## src/rtl/rx_pkt_parser_pkg.sv

```systemverilog
// +--------------------------------------------------------------------------+
// | rx_pkt_parser_pkg : packet-type constants, payload lengths, FSM states    |
// | Rev 1.0                                                                   |
// +--------------------------------------------------------------------------+
`default_nettype none

package rx_pkt_parser_pkg;

    localparam logic [2:0] PKT_HB  = 3'b000;
    localparam logic [2:0] PKT_CHE = 3'b001;
    localparam logic [2:0] PKT_INV = 3'b010;

    localparam logic [3:0] LEN_HB  = 4'd8;
    localparam logic [3:0] LEN_CHE = 4'd2;
    localparam logic [3:0] LEN_INV = 4'd4;

    typedef enum logic [2:0] {
        S_IDLE    = 3'd0,
        S_PAYLOAD = 3'd1,
        S_CHECK   = 3'd2,
        S_DISCARD = 3'd3,
        S_COMMIT  = 3'd4
    } state_t;

endpackage

`default_nettype wire

```

## src/rtl/rx_pkt_parser_pkt_len_lut.sv

```systemverilog
// +--------------------------------------------------------------------------+
// | pkt_len_lut : combinational packet type to payload length / valid decode  |
// | Rev 1.0                                                                   |
// +--------------------------------------------------------------------------+
`default_nettype none

module pkt_len_lut
    import rx_pkt_parser_pkg::*;
(
    input  logic [2:0] pkt_type,
    output logic [3:0] pay_len,
    output logic       type_ok
);

    always_comb begin
        pay_len = 4'd0;
        type_ok = 1'b0;
        case (pkt_type)
            PKT_HB:  begin pay_len = LEN_HB;  type_ok = 1'b1; end
            PKT_CHE: begin pay_len = LEN_CHE; type_ok = 1'b1; end
            PKT_INV: begin pay_len = LEN_INV; type_ok = 1'b1; end
            default: begin pay_len = 4'd0;    type_ok = 1'b0; end
        endcase
    end

endmodule

`default_nettype wire

```

## src/rtl/rx_pkt_parser.sv

```systemverilog
// +--------------------------------------------------------------------------+
// | rx_pkt_parser : byte-stream packet parser feeding myNodeInfo fields       |
// | Optional trailing XOR checksum byte enabled by macro PKT_CHECKSUM_EN.     |
// | Rev 1.0                                                                   |
// +--------------------------------------------------------------------------+
`default_nettype none

module rx_pkt_parser
    import rx_pkt_parser_pkg::*;
#(
    parameter int ERR_CNT_W = 8
) (
    input  logic                 clk,
    input  logic                 nrst,
    input  logic                 rx_valid,
    input  logic [7:0]           rx_data,
    input  logic                 rx_last,
    output logic                 rx_ready,
    input  logic [15:0]          energy_in,
    output logic [2:0]           fPktType,
    output logic [15:0]          hops,
    output logic [15:0]          e_max,
    output logic [15:0]          e_min,
    output logic [15:0]          e_threshold,
    output logic [15:0]          ch_ID,
    output logic [15:0]          timeslot,
    output logic [15:0]          energy,
    output logic                 en_MNI,
    output logic                 pkt_err,
    output logic [ERR_CNT_W-1:0] err_cnt
);

`ifdef PKT_CHECKSUM_EN
    localparam logic CSUM_EN = 1'b1;
`else
    localparam logic CSUM_EN = 1'b0;
`endif

    state_t          state;
    logic [3:0]      cnt;
    logic [3:0]      len_r;
    logic [2:0]      type_r;
    logic [7:0]      csum;
    logic [7:0][7:0] shadow;
    logic [7:0][7:0] sh_nxt;
    logic [3:0]      lut_len;
    logic            lut_ok;
    logic            accept;
    logic            pay_final;
    logic            go_commit;

    pkt_len_lut u_len_lut (
        .pkt_type (rx_data[2:0]),
        .pay_len  (lut_len),
        .type_ok  (lut_ok)
    );

    assign rx_ready  = (state != S_COMMIT);
    assign accept    = rx_valid && rx_ready;
    assign pay_final = (cnt == (len_r - 4'd1));

    // Final byte is folded in here so the commit edge sees the whole payload.
    always_comb begin
        sh_nxt = shadow;
        if (accept && (state == S_PAYLOAD))
            sh_nxt[cnt[2:0]] = rx_data;
    end

    assign go_commit = accept && rx_last &&
        (((state == S_PAYLOAD) && pay_final && !CSUM_EN) ||
         ((state == S_CHECK) && (rx_data == csum) && CSUM_EN));

    always_ff @(posedge clk) begin
        if (nrst) begin
            state       <= S_IDLE;
            cnt         <= 4'd0;
            len_r       <= 4'd0;
            type_r      <= 3'd0;
            csum        <= 8'd0;
            shadow      <= '0;
            fPktType    <= 3'b111;
            hops        <= 16'd0;
            e_max       <= 16'd0;
            e_min       <= 16'd0;
            e_threshold <= 16'd0;
            ch_ID       <= 16'd0;
            timeslot    <= 16'd0;
            energy      <= 16'd0;
            en_MNI      <= 1'b0;
            pkt_err     <= 1'b0;
        end else begin
            en_MNI  <= 1'b0;
            pkt_err <= 1'b0;
            shadow  <= sh_nxt;

            if (go_commit) begin
                en_MNI   <= 1'b1;
                fPktType <= type_r;
                energy   <= energy_in;
                case (type_r)
                    PKT_HB: begin
                        hops        <= {sh_nxt[0], sh_nxt[1]};
                        e_max       <= {sh_nxt[2], sh_nxt[3]};
                        e_min       <= {sh_nxt[4], sh_nxt[5]};
                        e_threshold <= {sh_nxt[6], sh_nxt[7]};
                    end
                    PKT_CHE: ch_ID <= {sh_nxt[0], sh_nxt[1]};
                    PKT_INV: begin
                        ch_ID    <= {sh_nxt[0], sh_nxt[1]};
                        timeslot <= {sh_nxt[2], sh_nxt[3]};
                    end
                    default: ;
                endcase
            end

            if (state == S_COMMIT) begin
                state <= S_IDLE;
            end else if (accept) begin
                case (state)
                    S_IDLE: begin
                        type_r <= rx_data[2:0];
                        len_r  <= lut_len;
                        cnt    <= 4'd0;
                        csum   <= rx_data;
                        if (rx_last)
                            pkt_err <= 1'b1;
                        else if (lut_ok)
                            state <= S_PAYLOAD;
                        else
                            state <= S_DISCARD;
                    end
                    S_PAYLOAD: begin
                        cnt  <= cnt + 4'd1;
                        csum <= csum ^ rx_data;
                        if (pay_final) begin
                            if (CSUM_EN) begin
                                if (rx_last) begin
                                    pkt_err <= 1'b1;
                                    state   <= S_IDLE;
                                end else begin
                                    state <= S_CHECK;
                                end
                            end else begin
                                state <= rx_last ? S_COMMIT : S_DISCARD;
                            end
                        end else if (rx_last) begin
                            pkt_err <= 1'b1;
                            state   <= S_IDLE;
                        end
                    end
                    S_CHECK: begin
                        if (!rx_last) begin
                            state <= S_DISCARD;
                        end else if (rx_data == csum) begin
                            state <= S_COMMIT;
                        end else begin
                            pkt_err <= 1'b1;
                            state   <= S_IDLE;
                        end
                    end
                    S_DISCARD: begin
                        if (rx_last) begin
                            pkt_err <= 1'b1;
                            state   <= S_IDLE;
                        end
                    end
                    default: state <= S_IDLE;
                endcase
            end
        end
    end

    // Counter trails the pkt_err pulse by one cycle and sticks at all-ones.
    always_ff @(posedge clk) begin
        if (nrst)
            err_cnt <= '0;
        else if (pkt_err && (err_cnt != {ERR_CNT_W{1'b1}}))
            err_cnt <= err_cnt + ERR_CNT_W'(1);
    end

endmodule

`default_nettype wire

```

## config.mk

```make
export PLATFORM = sky130hd
export DESIGN_NAME = rx_pkt_parser
export DESIGN_NICKNAME = d
export VERILOG_FILES = /design/src/rtl/rx_pkt_parser_pkg.sv /design/src/rtl/rx_pkt_parser_pkt_len_lut.sv /design/src/rtl/rx_pkt_parser.sv
export SDC_FILE = /design/constraint.sdc
export NUM_CORES = 1
export LEC_CHECK = 0
export CAP_MARGIN = 25
export CORE_MARGIN = 8
export CORE_UTILIZATION = 30
export CTS_CLUSTER_DIAMETER = 100
export DETAILED_ROUTE_END_ITERATION = 8
export SYNTH_ARGS = -nofsm -noshare
export SYNTH_HDL_FRONTEND = slang
export SYNTH_SLANG_ARGS = --single-unit
```

## constraint.sdc

```tcl
create_clock -name clk -period 3.9 [get_ports clk]
set_clock_uncertainty 0.05 [all_clocks]
set_input_delay 0.78 -clock clk [delete_from_list [all_inputs] [get_ports clk]]
set_output_delay 0.78 -clock clk [all_outputs]
set_load 0.05 [all_outputs]
```

== Word level (Yosys, flattened, before mapping) ==
Index checks and enable logic that the tools add are counted.

* Muxes and demuxes: 22
* Multipliers: 0
* Equal/unequal tests: 13
* Add/sub/neg operators: 3
* Reduce and logical (&&, ||, !) cells: 22
* Divide/modulo/power cells: 0
* $lt $le $gt $ge: 2
* Shift operators: 0
* Bitwise operators: 3

{| class="wikitable"
|+ Operators by type and width
! cell !! count
|-
| 64-bit bitwise mux || 1
|-
| 64-bit 2-to-1 mux || 1
|-
| 8-bit demux with 3-bit select || 1
|-
| 3-bit 2-to-1 mux || 6
|-
| 8-bit case mux with 2 select lines || 1
|-
| 3-bit by 2-bit == test with 1-bit output, second input constant || 4
|-
| 3-bit case mux with 4 select lines || 1
|-
| 4-bit case mux with 3 select lines || 1
|-
| 3-bit by 1-bit == test with 1-bit output, second input constant || 3
|-
| 3-bit zero test || 3
|-
| 8-bit by 1-bit adder with 8-bit output, second input constant || 1
|-
| 8-bit == test || 1
|-
| 8-bit 2-to-1 mux || 1
|-
| 8-bit != test, second input constant || 1
|-
| 4-bit case mux with 2 select lines || 1
|-
| 2-bit AND reduction || 4
|-
| 8-bit XOR || 1
|-
| 1-bit logical AND || 7
|-
| 1-bit 2-to-1 mux || 6
|-
| 3-bit AND reduction || 2
|-
| 2-bit OR reduction || 3
|-
| 3-bit OR reduction || 2
|-
| 4-bit by 1-bit adder with 4-bit output, second input constant || 1
|-
| 4-bit == test || 1
|-
| 10 further kinds || 11
|}

* Bits in latches: 0
* Bits in read-only memories: 0
* Output and inout port bits: 126
* Flip-flop bits (word level): 211
* Memories kept: 0
* Input port bits: 28
* Bits in writable memories: 0

== Longest topological paths before layout ==
* Depth in word-level cells: 6
* Mapped depth: 8
* Depth with buffers taken out: 6

== By module ==
Synthesis repeated with hierarchy kept, for this count alone.

* Cells, all modules: 948
* Area, all modules: 9143.8 sq um

{| class="wikitable"
|+ Modules (own cells, without submodules)
! module !! instances !! sequential area each (sq um) !! cells each !! area an instance (sq um)
|-
| rx_pkt_parser || 1 || 4224.1 || 942 || 9107.5
|-
| pkt_len_lut || 1 || 0.0 || 6 || 36.3
|}

== Worst setup path after synthesis ==
Ideal clock, no wire load.

* Path type: input-to-reg
* Start: input port rx_valid
* End: register ch_ID[10]
* Data arrival time: 2.089 ns
* Stages on the path: 7
* Data required time: 3.724 ns
* Slack: 1.635 ns
* Buffers on the path: 3
* Library setup time: 0.126 ns
* Path through: nand2_1 or2_1 clkbuf_1 or4_1 buf_6 buf_6 mux2i_1

* Longest elaborated chain between the ends: 4

{| class="wikitable"
|+ Ends and longest elaborated chain
! element !! line !! source
|-
| start, declared || rx_pkt_parser.sv:15 || <nowiki>input logic rx_valid,</nowiki>
|-
| 1-bit logical AND * || rx_pkt_parser.sv:59 || <nowiki>assign accept = rx_valid && rx_ready;</nowiki>
|-
| 1-bit logical AND (2 in series) || rx_pkt_parser.sv:69 || <nowiki>assign go_commit = accept && rx_last &&</nowiki>
|-
| 2-bit AND reduction (no source line) || n/a ||
|-
| end signal, assigned || rx_pkt_parser.sv:107 || <nowiki>PKT_CHE: ch_ID <= {sh_nxt[0], sh_nxt[1]};</nowiki>
|-
| end signal, assigned || rx_pkt_parser.sv:109 || <nowiki>ch_ID <= {sh_nxt[0], sh_nxt[1]};</nowiki>
|-
| end, declared || rx_pkt_parser.sv:25 || <nowiki>output logic [15:0] ch_ID,</nowiki>
|}

Mark *: on every way between the ends. The rest lies on a longest branch, timed or not.
A chain may end at the register's enable or synchronous reset.

== Final worst setup path ==
* Start: register state[0]
* End: output port rx_ready

* Longest elaborated chain between the ends: 1

{| class="wikitable"
|+ Ends and longest elaborated chain
! element !! line !! source
|-
| start, declared || rx_pkt_parser.sv:39 || <nowiki>state_t state;</nowiki>
|-
| start signal, assigned || rx_pkt_parser.sv:144 || <nowiki>state <= rx_last ? S_COMMIT : S_DISCARD;</nowiki>
|-
| 3-bit != test || rx_pkt_parser.sv:58 || <nowiki>assign rx_ready = (state != S_COMMIT);</nowiki>
|-
| end, declared || rx_pkt_parser.sv:18 || <nowiki>output logic rx_ready,</nowiki>
|}

Every way passes these cells.

==> flow_metrics.env <==
export IMPL_track_usage_pct=12.7
export IMPL_port_buffers=153
export IMPL_vias_per_cell=4.70
export IMPL_cts_path_max_buffers=3
export IMPL_cts_buffers=24
export IMPL_synth_edf_count=0
export IMPL_crit_required_ns=3.07
export IMPL_ys_warn_count=0
export IMPL_relSlewSlack_pct=48.4
export IMPL_status="finished clean"
export IMPL_drcViolationCount=0
export IMPL_cts_sinks=210
export IMPL_first_pass_iters=5
export IMPL_synth_async_reset_ratio_pct=0
export IMPL_root_buffer="clkbuf_16"
export IMPL_layout_area_seq_um2=4200
export IMPL_p_total_uw=4670
export IMPL_core_region_area_um2=28800
export IMPL_layout_commonest_cell="dfxtp_1"
export IMPL_end_kind="primary output"
export IMPL_maxCapViolCount=0
export IMPL_worstMarginPinSlew_ns=0.770
export IMPL_p_comb_share_pct=4.9
export IMPL_hold_buffers=0
export IMPL_overflow=0
export IMPL_ff2ff_setup_slack_ns=1.40
export IMPL_h_tree_depth=1
export IMPL_placed_cell_area_um2=10700
export IMPL_ctsResizeCount=0
export IMPL_synth_nets=957
export IMPL_wl_per_cell_um=16.1
export IMPL_ir_worst_vdd_mv=0.238
export IMPL_wl_mm=23.3
export IMPL_crit_type="reg2out"
export IMPL_seqPwrFrac_pct=46.5
export IMPL_critPathMaxFanout=9
export IMPL_worstPathArrival_ns=2.02
export IMPL_setup_ws_ns=1.05
export IMPL_insertion_delay_ns=0.51
export IMPL_switching_share_pct=22.2
export IMPL_max_freq_ghz=0.351
export IMPL_p_int_uw=3630
export IMPL_hold_class="reg2reg"
export IMPL_clk_pin_slew_ns=0.06
export IMPL_synth_distinct_cells=41
export IMPL_p_sw_uw=1040
export IMPL_drive_above_1_share_pct=7.42
export IMPL_die_h_um=187
export IMPL_syn_inst=926
export IMPL_first_global_vias=6635
export IMPL_syn_to_final_growth_pct=31.1
export IMPL_period_share_pct=73.1
export IMPL_grt_max_degree=102
export IMPL_setup_viol=0
export IMPL_power_density_nw_per_um2=405
export IMPL_p_leak_uw=0.00495
export IMPL_start_util_pct=30.5
export IMPL_io_pins=154
export IMPL_layout_common_cells="dfxtp_1 (210), clkdlybuf4s50_1 (152), mux2i_1 (97)"
export IMPL_design_die_area_um2=35000
export IMPL_rsz0062_at_grt="no"
export IMPL_multi_input_area_um2=4030
export IMPL_gp_congestion=0.723
export IMPL_fill_cells=2833
export IMPL_synth_avg_cell_area_um2=9.49
export IMPL_final_max_slew_viol_count=0
export IMPL_synth_ff_type="dfxtp_1"
export IMPL_first_iter_violations=415
export IMPL_period_minus_slack_ns=2.85
export IMPL_drtAntennaViolNets=0
export IMPL_num_rows=62
export IMPL_place_ws_ns=0.757
export IMPL_pwr_share_clk_pct=48.5
export IMPL_critPathLaunchType="flop"
export IMPL_ys_seq_elements=210
export IMPL_fin_hold_ws_ns=0.401
export IMPL_place_hpwl_mm=14.9
export IMPL_vias=6813
export IMPL_grt_pass1_wl_mm=37.1
export IMPL_post_cts_buffers=0
export IMPL_antenna_found_initial=1
export IMPL_die_x_um=187
export IMPL_hold_violations=0
export IMPL_nets=1081
export IMPL_final_area_um2=11500
export IMPL_tritoncts="done"
export IMPL_yosysSeqAreaShare_pct=47.8
export IMPL_final_setup_tns_ns=0
export IMPL_syn_area_um2=8790
==> power by group through the flow <==
stage / Sequential, uW / Combinational, uW / Clock (uW)
4_1_cts: 2170 / 234 / 2330
3_5_place_dp: 2220 / 232 / 0
5_1_grt: 2170 / 250 / 2420
3_3_place_gp: 2220 / 232 / 0
2_1_floorplan: 2220 / 138 / 0
6_report: 2170 / 230 / 2270
==> synth_stat cells, types with 17 or more instances <==
| cell | n | area, um2 |
|---|---|---|
| nor2_1 | 61 | 229 |
| o21bai_1 | 32 | 240 |
| o31ai_1 | 33 | 248 |
| clkbuf_1 | 61 | 229 |
| o21ai_0 | 17 | 85.1 |
| nand2_1 | 30 | 113 |
| a21boi_0 | 32 | 240 |
| inv_1 | 69 | 259 |
| and3_1 | 35 | 219 |
| a21oi_1 | 31 | 155 |
| nand3_1 | 24 | 120 |
| nand2b_1 | 64 | 400 |
| dfxtp_1 | 210 | 4200 |
| a311o_1 | 32 | 320 |
| mux2i_1 | 97 | 971 |
==> final timing paths <==
path / startpoint / endpoint / cells after the start
min reg2reg: len_r[2]$_SDFFE_PP0P_ / len_r[2]$_SDFFE_PP0P_ / 2
min: len_r[2]$_SDFFE_PP0P_ / len_r[2]$_SDFFE_PP0P_ / 2
max reg2reg: len_r[1]$_SDFFE_PP0P_ / e_max[8]$_SDFFE_PP0P_ / 7
max: state[0]$_SDFFE_PP0P_ / rx_ready / 3
==> layout make-up <==
class / instances / share of cell area (%)
antenna: 1 / 0.0217
clock buffer: 32 / 6.10
clock inverter: 8 / 0.815
inverter: 69 / 2.25
multi-input combinational: 564 / 35.0
sequential: 210 / 36.5
tap: 384 / 4.17
timing repair buffer: 181 / 15.1
==> state kept, by name, summed over array words and instances, names as in the netlist, 16 cells and up <==
signal and flops:
ch_ID 16, e_max 16, e_min 16, e_threshold 16, energy 16, hops 16, shadow 64, timeslot 16
==> per-layer routing <==
layer	routed length, um	track usage, %	up-vias
li1	-	-	3438
met1	10500	16.1	3190
met2	10800	20.9	155
met3	1530	3.47	30
met4	416	3.67	0
met5	0	0	-
==> cell families after synthesis <==
kind of cell,share of synthesized area [%]
buffers and inverters,6.88
adders and majority gates,0.427
DFF,47.8
AOI/OAI and AO/OA,15.3
muxes,11.0
and+or+nand+nor,15.7
xor gates and xnor gates,2.75
==> critical path: stages, from the launching register on <==
cell and delay [ns]:
dfxtp_1 0.49, nor2_1 0.12, nand2_1 0.09, clkdlybuf4s50_1 0.82
==> metrics by stage <==
stage | util [%] | instances
after floorplan | - | 926
after global placement | 37.2 | 1408
after detailed placement | 37.2 | 1408
after CTS | 40.0 | 1448
after global routing | 40.0 | 1449
final | 40.0 | 1449
(Power assumes the default switching activity.)
